File: src/rtl/bus_arbiter8_pkg.sv
// rtl/bus_arbiter8_pkg.sv - shared constants and helpers for the 8-way bus arbiter
package bus_arbiter8_pkg;
    localparam logic [0:0] ARB_IDLE = 1'b0;
    localparam logic [0:0] ARB_XFER = 1'b1;
    localparam int         WORD_W   = 16;
    localparam int         N_REQ    = 8;

    function automatic logic [N_REQ-1:0] onehot8(input logic [2:0] s);
        return 8'b0000_0001 << s;
    endfunction
endpackage

File: src/rtl/bus_arbiter8_prims.sv
// rtl/bus_arbiter8_prims.sv - Or8Way, Mux8Way16 and DMux8Way data-path primitives
module Or8Way (
    input  logic [7:0] i_in,
    output logic       o_out
);
    assign o_out = |i_in;
endmodule

module Mux8Way16
    import bus_arbiter8_pkg::*;
(
    input  logic [8*WORD_W-1:0] i_words,
    input  logic [2:0]          i_sel,
    output logic [WORD_W-1:0]   o_out
);
    assign o_out = i_words[i_sel*WORD_W +: WORD_W];
endmodule

module DMux8Way
    import bus_arbiter8_pkg::*;
(
    input  logic       i_in,
    input  logic [2:0] i_sel,
    output logic [7:0] o_out
);
    assign o_out = i_in ? onehot8(i_sel) : 8'h00;
endmodule

File: src/rtl/bus_arbiter8_rr_pick8.sv
// rtl/bus_arbiter8_rr_pick8.sv - combinational round-robin pick starting at ptr
module rr_pick8 (
    input  logic [7:0] i_req,
    input  logic [2:0] i_ptr,
    output logic [2:0] o_idx,
    output logic       o_any
);
    logic [2:0] w_cand;
    logic       w_found;

    Or8Way u_or (.i_in(i_req), .o_out(o_any));

    always_comb begin
        o_idx   = 3'd0;
        w_found = 1'b0;
        w_cand  = 3'd0;
        for (int k = 0; k < 8; k++) begin
            w_cand = i_ptr + k[2:0];
            if (!w_found && i_req[w_cand]) begin
                o_idx   = w_cand;
                w_found = 1'b1;
            end
        end
    end
endmodule

File: src/rtl/bus_arbiter8.sv
// rtl/bus_arbiter8.sv - round-robin burst arbiter sharing one word channel among 8 requesters
module bus_arbiter8
    import bus_arbiter8_pkg::*;
#(
    parameter int WIDTH     = 16,
    parameter int BURST_MAX = 4
) (
    input  logic               clock,
    input  logic               reset_n,
    input  logic [7:0]         req,
    input  logic [8*WIDTH-1:0] in_data,
    output logic [WIDTH-1:0]   out_data,
    output logic               out_valid,
    input  logic               out_ready,
    output logic [7:0]         grant,
    output logic [2:0]         sel,
    output logic [7:0]         ack,
    output logic               busy
);
    logic [0:0] r_state;
    logic [2:0] r_sel;
    logic [2:0] r_ptr;
    logic [7:0] r_grant;
    logic [3:0] r_count;

    logic [2:0]        w_next_ptr;
    logic [2:0]        w_pick_ptr;
    logic [2:0]        w_idx;
    logic              w_any;
    logic              w_hs;
    logic              w_last;
    logic              w_release;
    logic [WORD_W-1:0] w_mux;

    assign w_next_ptr = r_sel + 3'd1;
    // On release the next owner is chosen in the same edge, so scan from sel+1 rather than r_ptr.
    assign w_pick_ptr = (r_state == ARB_XFER) ? w_next_ptr : r_ptr;

    rr_pick8 u_pick (.i_req(req), .i_ptr(w_pick_ptr), .o_idx(w_idx), .o_any(w_any));

    Mux8Way16 u_mux (.i_words(in_data), .i_sel(r_sel), .o_out(w_mux));

    DMux8Way u_ack (.i_in(w_hs), .i_sel(r_sel), .o_out(ack));

    assign out_valid = (r_state == ARB_XFER) && req[r_sel];
    assign out_data  = w_mux & {WORD_W{out_valid}};
    assign w_hs      = out_valid && out_ready;
    assign w_last    = (r_count == 4'(BURST_MAX - 1));
    assign w_release = (r_state == ARB_XFER) && ((w_hs && w_last) || !req[r_sel]);

    assign grant = r_grant;
    assign sel   = r_sel;
    assign busy  = (r_state == ARB_XFER);

    always_ff @(posedge clock or negedge reset_n) begin
        if (!reset_n) begin
            r_state <= ARB_IDLE;
            r_sel   <= 3'd0;
            r_ptr   <= 3'd0;
            r_grant <= 8'h00;
            r_count <= 4'd0;
        end else if (r_state == ARB_IDLE) begin
            if (w_any) begin
                r_sel   <= w_idx;
                r_grant <= onehot8(w_idx);
                r_count <= 4'd0;
                r_state <= ARB_XFER;
            end
        end else if (w_release) begin
            r_ptr <= w_next_ptr;
            if (w_any) begin
                r_sel   <= w_idx;
                r_grant <= onehot8(w_idx);
                r_count <= 4'd0;
            end else begin
                r_grant <= 8'h00;
                r_state <= ARB_IDLE;
            end
        end else if (w_hs) begin
            r_count <= r_count + 4'd1;
        end
    end
endmodule

File: config.mk
export PLATFORM = sky130hd
export DESIGN_NAME = bus_arbiter8
export DESIGN_NICKNAME = d
export VERILOG_FILES = /design/src/rtl/bus_arbiter8_pkg.sv /design/src/rtl/bus_arbiter8_prims.sv /design/src/rtl/bus_arbiter8_rr_pick8.sv /design/src/rtl/bus_arbiter8.sv
export SDC_FILE = /design/constraint.sdc
export NUM_CORES = 1
export LEC_CHECK = 0
export BUFFER_PORTS_ARGS = -buffer_cell sky130_fd_sc_hd__buf_2
export CAP_MARGIN = 20
export CORE_MARGIN = 2
export CORE_UTILIZATION = 46
export CTS_CLUSTER_SIZE = 14
export DETAILED_ROUTE_END_ITERATION = 8
export PLACE_DENSITY = 0.83
export SYNTH_ARGS = -nofsm -noshare
export SYNTH_HDL_FRONTEND = slang
export SYNTH_SLANG_ARGS = --single-unit
File: constraint.sdc
create_clock -name clock -period 6.9 [get_ports clock]
set_input_delay 1.38 -clock clock [delete_from_list [all_inputs] [get_ports clock]]
set_output_delay 1.38 -clock clock [all_outputs]
set_load 0.005 [all_outputs]
## After elaboration in Yosys (flattened, before gate mapping)

Cells that the tools add are included.

- Add/subtract/negate cells: 9
- Multiply operators: 0
- Divide/modulo/power cells: 0
- Magnitude comparators: 9
- Equality and inequality tests: 3
- Shift operators: 3
- Muxes and demuxes: 49
- Bitwise operators: 1
- Reduce and logical (&&, ||, !) cells: 24

Operators with widths:

| operator | number |
|---|---|
| indexed part select 128 x 8 -> 16 bit | 1 |
| two-way mux 8 bit | 5 |
| < comparator 3 x 4 -> 1 bit (second input constant) | 9 |
| two-way mux 3 bit | 12 |
| binary-select mux 1 bit (select 3 bit) | 9 |
| two-way mux 1 bit | 19 |
| bitwise AND 16 bit | 1 |
| two-way mux 4 bit | 4 |
| left shift 1 x 3 -> 8 bit (first input constant) | 2 |
| adder 3 bit (second input constant) | 4 |
| logical AND 1 bit | 11 |
| logical NOT 1 bit | 8 |
| OR reduction 8 bit | 1 |
| adder 3 x 1 -> 3 bit (second input constant) | 2 |
| adder 3 x 2 -> 3 bit (second input constant) | 2 |
| adder 4 x 1 -> 4 bit (second input constant) | 1 |
| == test 4 x 2 -> 1 bit (second input constant) | 1 |
| AND reduction 2 bit | 2 |
| inequality test 3 x 1 -> 1 bit (second input constant) | 1 |
| inequality test 2 x 1 -> 1 bit (second input constant) | 1 |
| nonzero test 2 bit | 1 |
| logical OR 1 bit | 1 |

- Register bits: 19
- Latch bits: 0
- Memory bits (writable): 0
- Bits in read-only memories: 0
- Input port bits: 139
- Output and inout bits: 37
- Memories: 0

## Depth between registers and ports, before layout

- Depth after elaboration: 30
- Mapped depth: 16
- Depth with buffers taken out: 13

## Cells and area by module

From an unflattened synthesis, not the netlist that was laid out.

- Cells, all modules: 268
- Area, all modules: 3,138.0 µm²

Modules (own cells, without submodules):

| module | instances | cells each | area an instance (µm²) |
|---|---|---|---|
| bus_arbiter8 | 1 | 110 | 1,173.6 |
| Mux8Way16 | 1 | 57 | 1,071.0 |
| rr_pick8 | 1 | 90 | 782.0 |
| DMux8Way | 1 | 8 | 95.1 |
| Or8Way | 1 | 3 | 16.3 |

## Worst setup path before layout

Ideal clock, no wire load.

- Path kind: reg2reg
- From: register r_sel[0], in the netlist sel[0]
- To: register r_grant[0], in the netlist grant[0]
- Library setup time: 0.122 ns
- Arrival: 5.371 ns
- Path slack: 1.408 ns
- Stages on the path, launching flop included: 17
- Buffers on the path: 3
- Period minus slack after synthesis: 5.492 ns
- Cells stage by stage: dfrtp_1 > buf_1 > buf_1 > inv_1 > ha_1 > mux2i_1 > inv_1 > clkbuf_1 > ha_1 > or3_1 > nand2_1 > mux4_2 > a2111o_1 > o32a_1 > o221a_1 > a31o_1 > a32o_1

- Cells in the longest elaborated chain, start to end: 30
- Elaborated cells between the ends (all ways): 69

Ends and longest elaborated chain:

| element | RTL line | source |
|---|---|---|
| from (decl) | bus_arbiter8.sv:21 | `logic [2:0] r_sel;` |
| from (signal assigned) | bus_arbiter8.sv:64 | `r_sel <= w_idx;` |
| from (signal assigned) | bus_arbiter8.sv:72 | `r_sel <= w_idx;` |
| adder 3 x 1 -> 3 bit * | bus_arbiter8.sv:35 | `assign w_next_ptr = r_sel + 3'd1;` |
| named net w_next_ptr[0] | bus_arbiter8.sv:26 | `logic [2:0] w_next_ptr;` |
| two-way mux 3 bit * | bus_arbiter8.sv:37 | `assign w_pick_ptr = (r_state == ARB_XFER) ? w_next_ptr : r_ptr;` |
| branches (longest 23 deep; another with adder 3 x 1 -> 3 bit) | n/a |  |
| two-way mux 3 bit * | bus_arbiter8_rr_pick8.sv:19 | `if (!w_found && i_req[w_cand]) begin` |
| left shift 1 x 3 -> 8 bit * | bus_arbiter8_pkg.sv:9 | `return 8'b0000_0001 << s;` |
| two-way mux 8 bit | bus_arbiter8.sv:71 | `if (w_any) begin` |
| two-way mux 8 bit | bus_arbiter8.sv:69 | `end else if (w_release) begin` |
| two-way mux 8 bit * | bus_arbiter8.sv:62 | `end else if (r_state == ARB_IDLE) begin` |
| to (signal assigned) | bus_arbiter8.sv:65 | `r_grant <= onehot8(w_idx);` |
| to (signal assigned) | bus_arbiter8.sv:73 | `r_grant <= onehot8(w_idx);` |
| to (decl) | bus_arbiter8.sv:23 | `logic [7:0] r_grant;` |

Mark *: on every way through the listed nets, which the timed path passes. The select of a mux whose other input is x is not followed.
A chain may end at the register's enable or synchronous reset.

## Final worst setup path

- From: register r_sel[2], in the netlist sel[2]
- To: register r_grant[3], in the netlist grant[3]

- Cells in the longest elaborated chain, start to end: 30
- Elaborated cells between the ends (all ways): 69

Ends and longest elaborated chain:

| element |
|---|
| branches (longest 30 deep; another with adder 3 x 1 -> 3 bit) |

Several ways; the timed one is not identified. The select of a mux whose other input is x is not followed.

==> metrics list <==
- In this run the static leakage power is roughly 0.0019 uW.
- In this run the vertical extent of the chip is between 80 and 90 um.
* Crit Reg-Reg Endpoint: grant[3]
* Depth of the worst register-to-register path: 11
* DRC marker count from the first detailed-route iteration: 350
- The routed design has ~11,000 um of wire.
* Std-Cell Rows: 29
- Clock tree synthesis selected as its root buffer the cell sky130_fd_sc_hd__clkbuf_8.
- The number of different library cells used by synthesis comes to 57.
* # resized after CTS: 0
* Synthesis Warnings: 0
- In this run the count of I/O pins placed on the die edge is 176.
* Final-layout setup total negative slack: 0 ns
- Final critical-path share of the clock period: between 70% and 80%
* Placeable core region: 6420 um^2
* Average vias per placed instance: just over 6
* Total congestion overflow: 0
- Cell count after synthesis: approximately 360
- Summing over every cut layer, the via total after detailed routing is 3,663.
- Final Hold Violating Endpoints: 0
* Cells on Worst Hold Path: 2
- Of all flip-flops after synthesis, the portion carrying an async set or reset was between 90% and 100%.
- Power comes to roughly 2400 uW.
- Nature of the critical path startpoint: register
- Sequential-to-total area share from yosys stat: roughly 15%
- At the end of routability-driven placement, the weighted congestion stood at 0.927.
- Data arrives at the worst endpoint at about 5.3 ns.
* Critical path destination: grant[3]
* Total power per unit cell area: roughly 600 nW/um^2
* First-pass GRT wire length: 18,100 um
* Clock buffer count from CTS: 3
- Count of buffers added by post-CTS timing repair for setup: 0
- The clock net in this run drives a total of 19 sinks.
- Peak ir drop on the vdd network: 0.288 mV
- The detail route stage leaves a number of antenna-violating nets equal to 0.
* Tightest Pin Transition: around 0.80 ns
- For this run, the total global-route usage over all layers was measured as around 31%.
- Required time at the worst-slack endpoint: 7.06 ns
- Clock slew at the register clock pins of the worst setup and hold paths: about 0.07 ns
* TritonCTS clock tree: yes
- Router iterations before antenna repair: 5
* Clock skew: between 0.001 and 0.0015 ns
- For this run, design rule violations remaining after detail routing come to 0.
- Hold/Removal Path Class: reg -> reg
* Post-detailed-route wirelength per cell: about 19 um
- Input/output buffers: 175
* Post-synthesis net count: slightly above 500
* Syn Area/Cell: 8.71 um^2
* Max-capacitance violation count: 0
* Pin count of the biggest net entering global routing: 43
- N_diodes: 0
- Seq cells post-synth: 19
- For this run, the leading register cell type out of synthesis is sky130_fd_sc_hd__dfrtp_1.
* Antenna violations before repair: 0
- Time the final worst path needs with I/O delays and setup: 5.16 ns
* Number of enable flip-flop cells after synthesis: 0
- Critical path endpoint category: register
- Worst slew slack as a fraction of its limit: 46.4%
- The library cells used most frequently in the layout, excluding fill and tap cells, are 175 x sky130_fd_sc_hd__buf_2, 60 x sky130_fd_sc_hd__nand2_1, 39 x sky130_fd_sc_hd__mux4_2.
- Achievable Freq: slightly below 200 MHz
* Die outline area: 7410 um^2
* Fin. max-slew vios: 0
- CTS built an H-tree with a depth of 1.
- At the end of the flow, the number of nets in the layout was approximately 660.
- Post-detailed-placement half-perimeter wirelength: between 9000 and 10,000 um
* Fraction of layout cells with a size suffix above 1: approximately 45%
* Worst-path maximum fanout: 23
- The critical path starts at sel[2].
- Mapped cell area: between 3000 and 4000 um^2
* Starting Density: approximately 48%
- The clock passes through at most 2 buffers.
- Growth of design area from synthesis to finish: 30.4%
- The die is between 80 and 90 um wide.
* Slack of the worst reg-to-reg path: between 1.5 and 2 ns
- For this design, the CTS-stage hold fixing added 0 buffers.
* Reg-to-reg startpoint: sel[2]
- Final setup violation count: 0
* Finished layout cell area: about 4000 um^2
- Number of global-route vias before repair: approximately 3,700
- Outcome: finished clean
- Unrepaired setup endpoints after global routing: false
* Path type of the worst setup path: reg -> reg
- Placed standard-cell area: about 4000 um^2
- Leaving out fill and tap cells, the most frequent cell in the layout is sky130_fd_sc_hd__buf_2.
- At the later pin of the worst-skew pair, clock insertion delay measures 0.25 ns.
==> report_power, final <==
| part | switching [uW] | internal, uW |
|---|---|---|
| Clock | 37.8 | 40.1 |
| Sequential | 39.1 | 154 |
| Combinational | 1200 | 903 |
==> state kept, by name, indices dropped and copies added (netlist names) <==
register,count
busy,1
grant,8
sel,3
r_count,4
r_ptr,3
==> layout make-up <==
type                    instances  area [um^2]
flip-flops and latches         19          477
multi-input cells             307         2500
well taps                      77         96.3
fillers                       577         2380
inverters                       7         26.3
clock inverters                 1         5.00
repair buffers                177          891
clock buffers                   3         41.3
==> logic make-up (layout without fill, tap and decap cells) <==
logic type | count (synthesis) | in the layout | share of synthesized area [%]
simple gates | 161 | 161 | 25.3
fa+ha+maj | 9 | 9 | 3.63
compound gates | 84 | 84 | 19.1
flops | 19 | 19 | 15.3
mux | 47 | 47 | 31.0
buf+inv | 30 | 188 | 3.88
xor+xnor | 6 | 6 | 1.70
==> worst min-delay path by stage <==
stage,to,slack [ns],startpoint
after floorplan,r_ptr[2],0.45,r_ptr[2]
after global placement,grant[3],0.46,grant[3]
after detailed placement,grant[2],0.47,grant[2]
after CTS,grant[2],0.49,grant[2]
after global routing,grant[7],0.52,grant[7]
final,grant[7],0.48,grant[7]
==> critical path: stages (launching register included) <==
cell,delay (ns)
sky130_fd_sc_hd__dfrtp_1,0.84
sky130_fd_sc_hd__inv_1,0.55
sky130_fd_sc_hd__ha_1,0.46
sky130_fd_sc_hd__and2_1,0.20
sky130_fd_sc_hd__or2_2,0.42
sky130_fd_sc_hd__xnor2_1,0.61
sky130_fd_sc_hd__nor3_1,0.18
sky130_fd_sc_hd__nor4_1,0.63
sky130_fd_sc_hd__nand2_1,0.30
sky130_fd_sc_hd__o221a_1,0.35
sky130_fd_sc_hd__or2_1,0.26
sky130_fd_sc_hd__o31ai_1,0.26
==> synthesized netlist by cell type (4+ instances only) <==
cell type	number	area (um^2)
sky130_fd_sc_hd__o211ai_1	4	30.0
sky130_fd_sc_hd__inv_1	6	22.5
sky130_fd_sc_hd__nor2_1	20	75.1
sky130_fd_sc_hd__and3_1	14	87.6
sky130_fd_sc_hd__clkbuf_1	12	45.0
sky130_fd_sc_hd__nor3_1	13	65.1
sky130_fd_sc_hd__and2_1	13	81.3
sky130_fd_sc_hd__ha_1	9	113
sky130_fd_sc_hd__nor4_1	4	25.0
sky130_fd_sc_hd__o21ai_0	15	75.1
sky130_fd_sc_hd__o31ai_1	7	52.6
sky130_fd_sc_hd__mux2i_1	5	50.1
sky130_fd_sc_hd__mux4_2	39	878
sky130_fd_sc_hd__a32o_1	4	40.0
sky130_fd_sc_hd__a211oi_1	6	45.0
sky130_fd_sc_hd__nand2b_1	5	31.3
sky130_fd_sc_hd__nand2_1	60	225
sky130_fd_sc_hd__a21oi_1	18	90.1
sky130_fd_sc_hd__nand3_1	15	75.1
sky130_fd_sc_hd__dfrtp_1	19	475
sky130_fd_sc_hd__buf_2	6	30.0
sky130_fd_sc_hd__o22ai_1	4	25.0
sky130_fd_sc_hd__buf_1	5	18.8
sky130_fd_sc_hd__xnor2_1	4	35.0
==> stage by stage <==
stage / utilization [%] / setup slack [ns] / hold slack, ns / std cells
floorplan: - / 1.41 / 0.451 / 356
global placement: 62.2 / 1.93 / 0.459 / 587
detailed placement: 62.2 / 1.82 / 0.468 / 587
CTS: 62.9 / 1.80 / 0.485 / 591
global route: 62.9 / 1.25 / 0.522 / 591
finish: 62.9 / 1.74 / 0.480 / 591
==> per-layer routing <==
metal / global-route usage (%) / wire, um / vias up
li1: - / - / 1694
met1: 41.7 / 4480 / 1724
met2: 48.8 / 5210 / 221
met3: 7.60 / 1110 / 24
met5: 0 / 0 / -
met4: 8.66 / 262 / 0
Note: power is estimated with default switching activity, not from simulation.
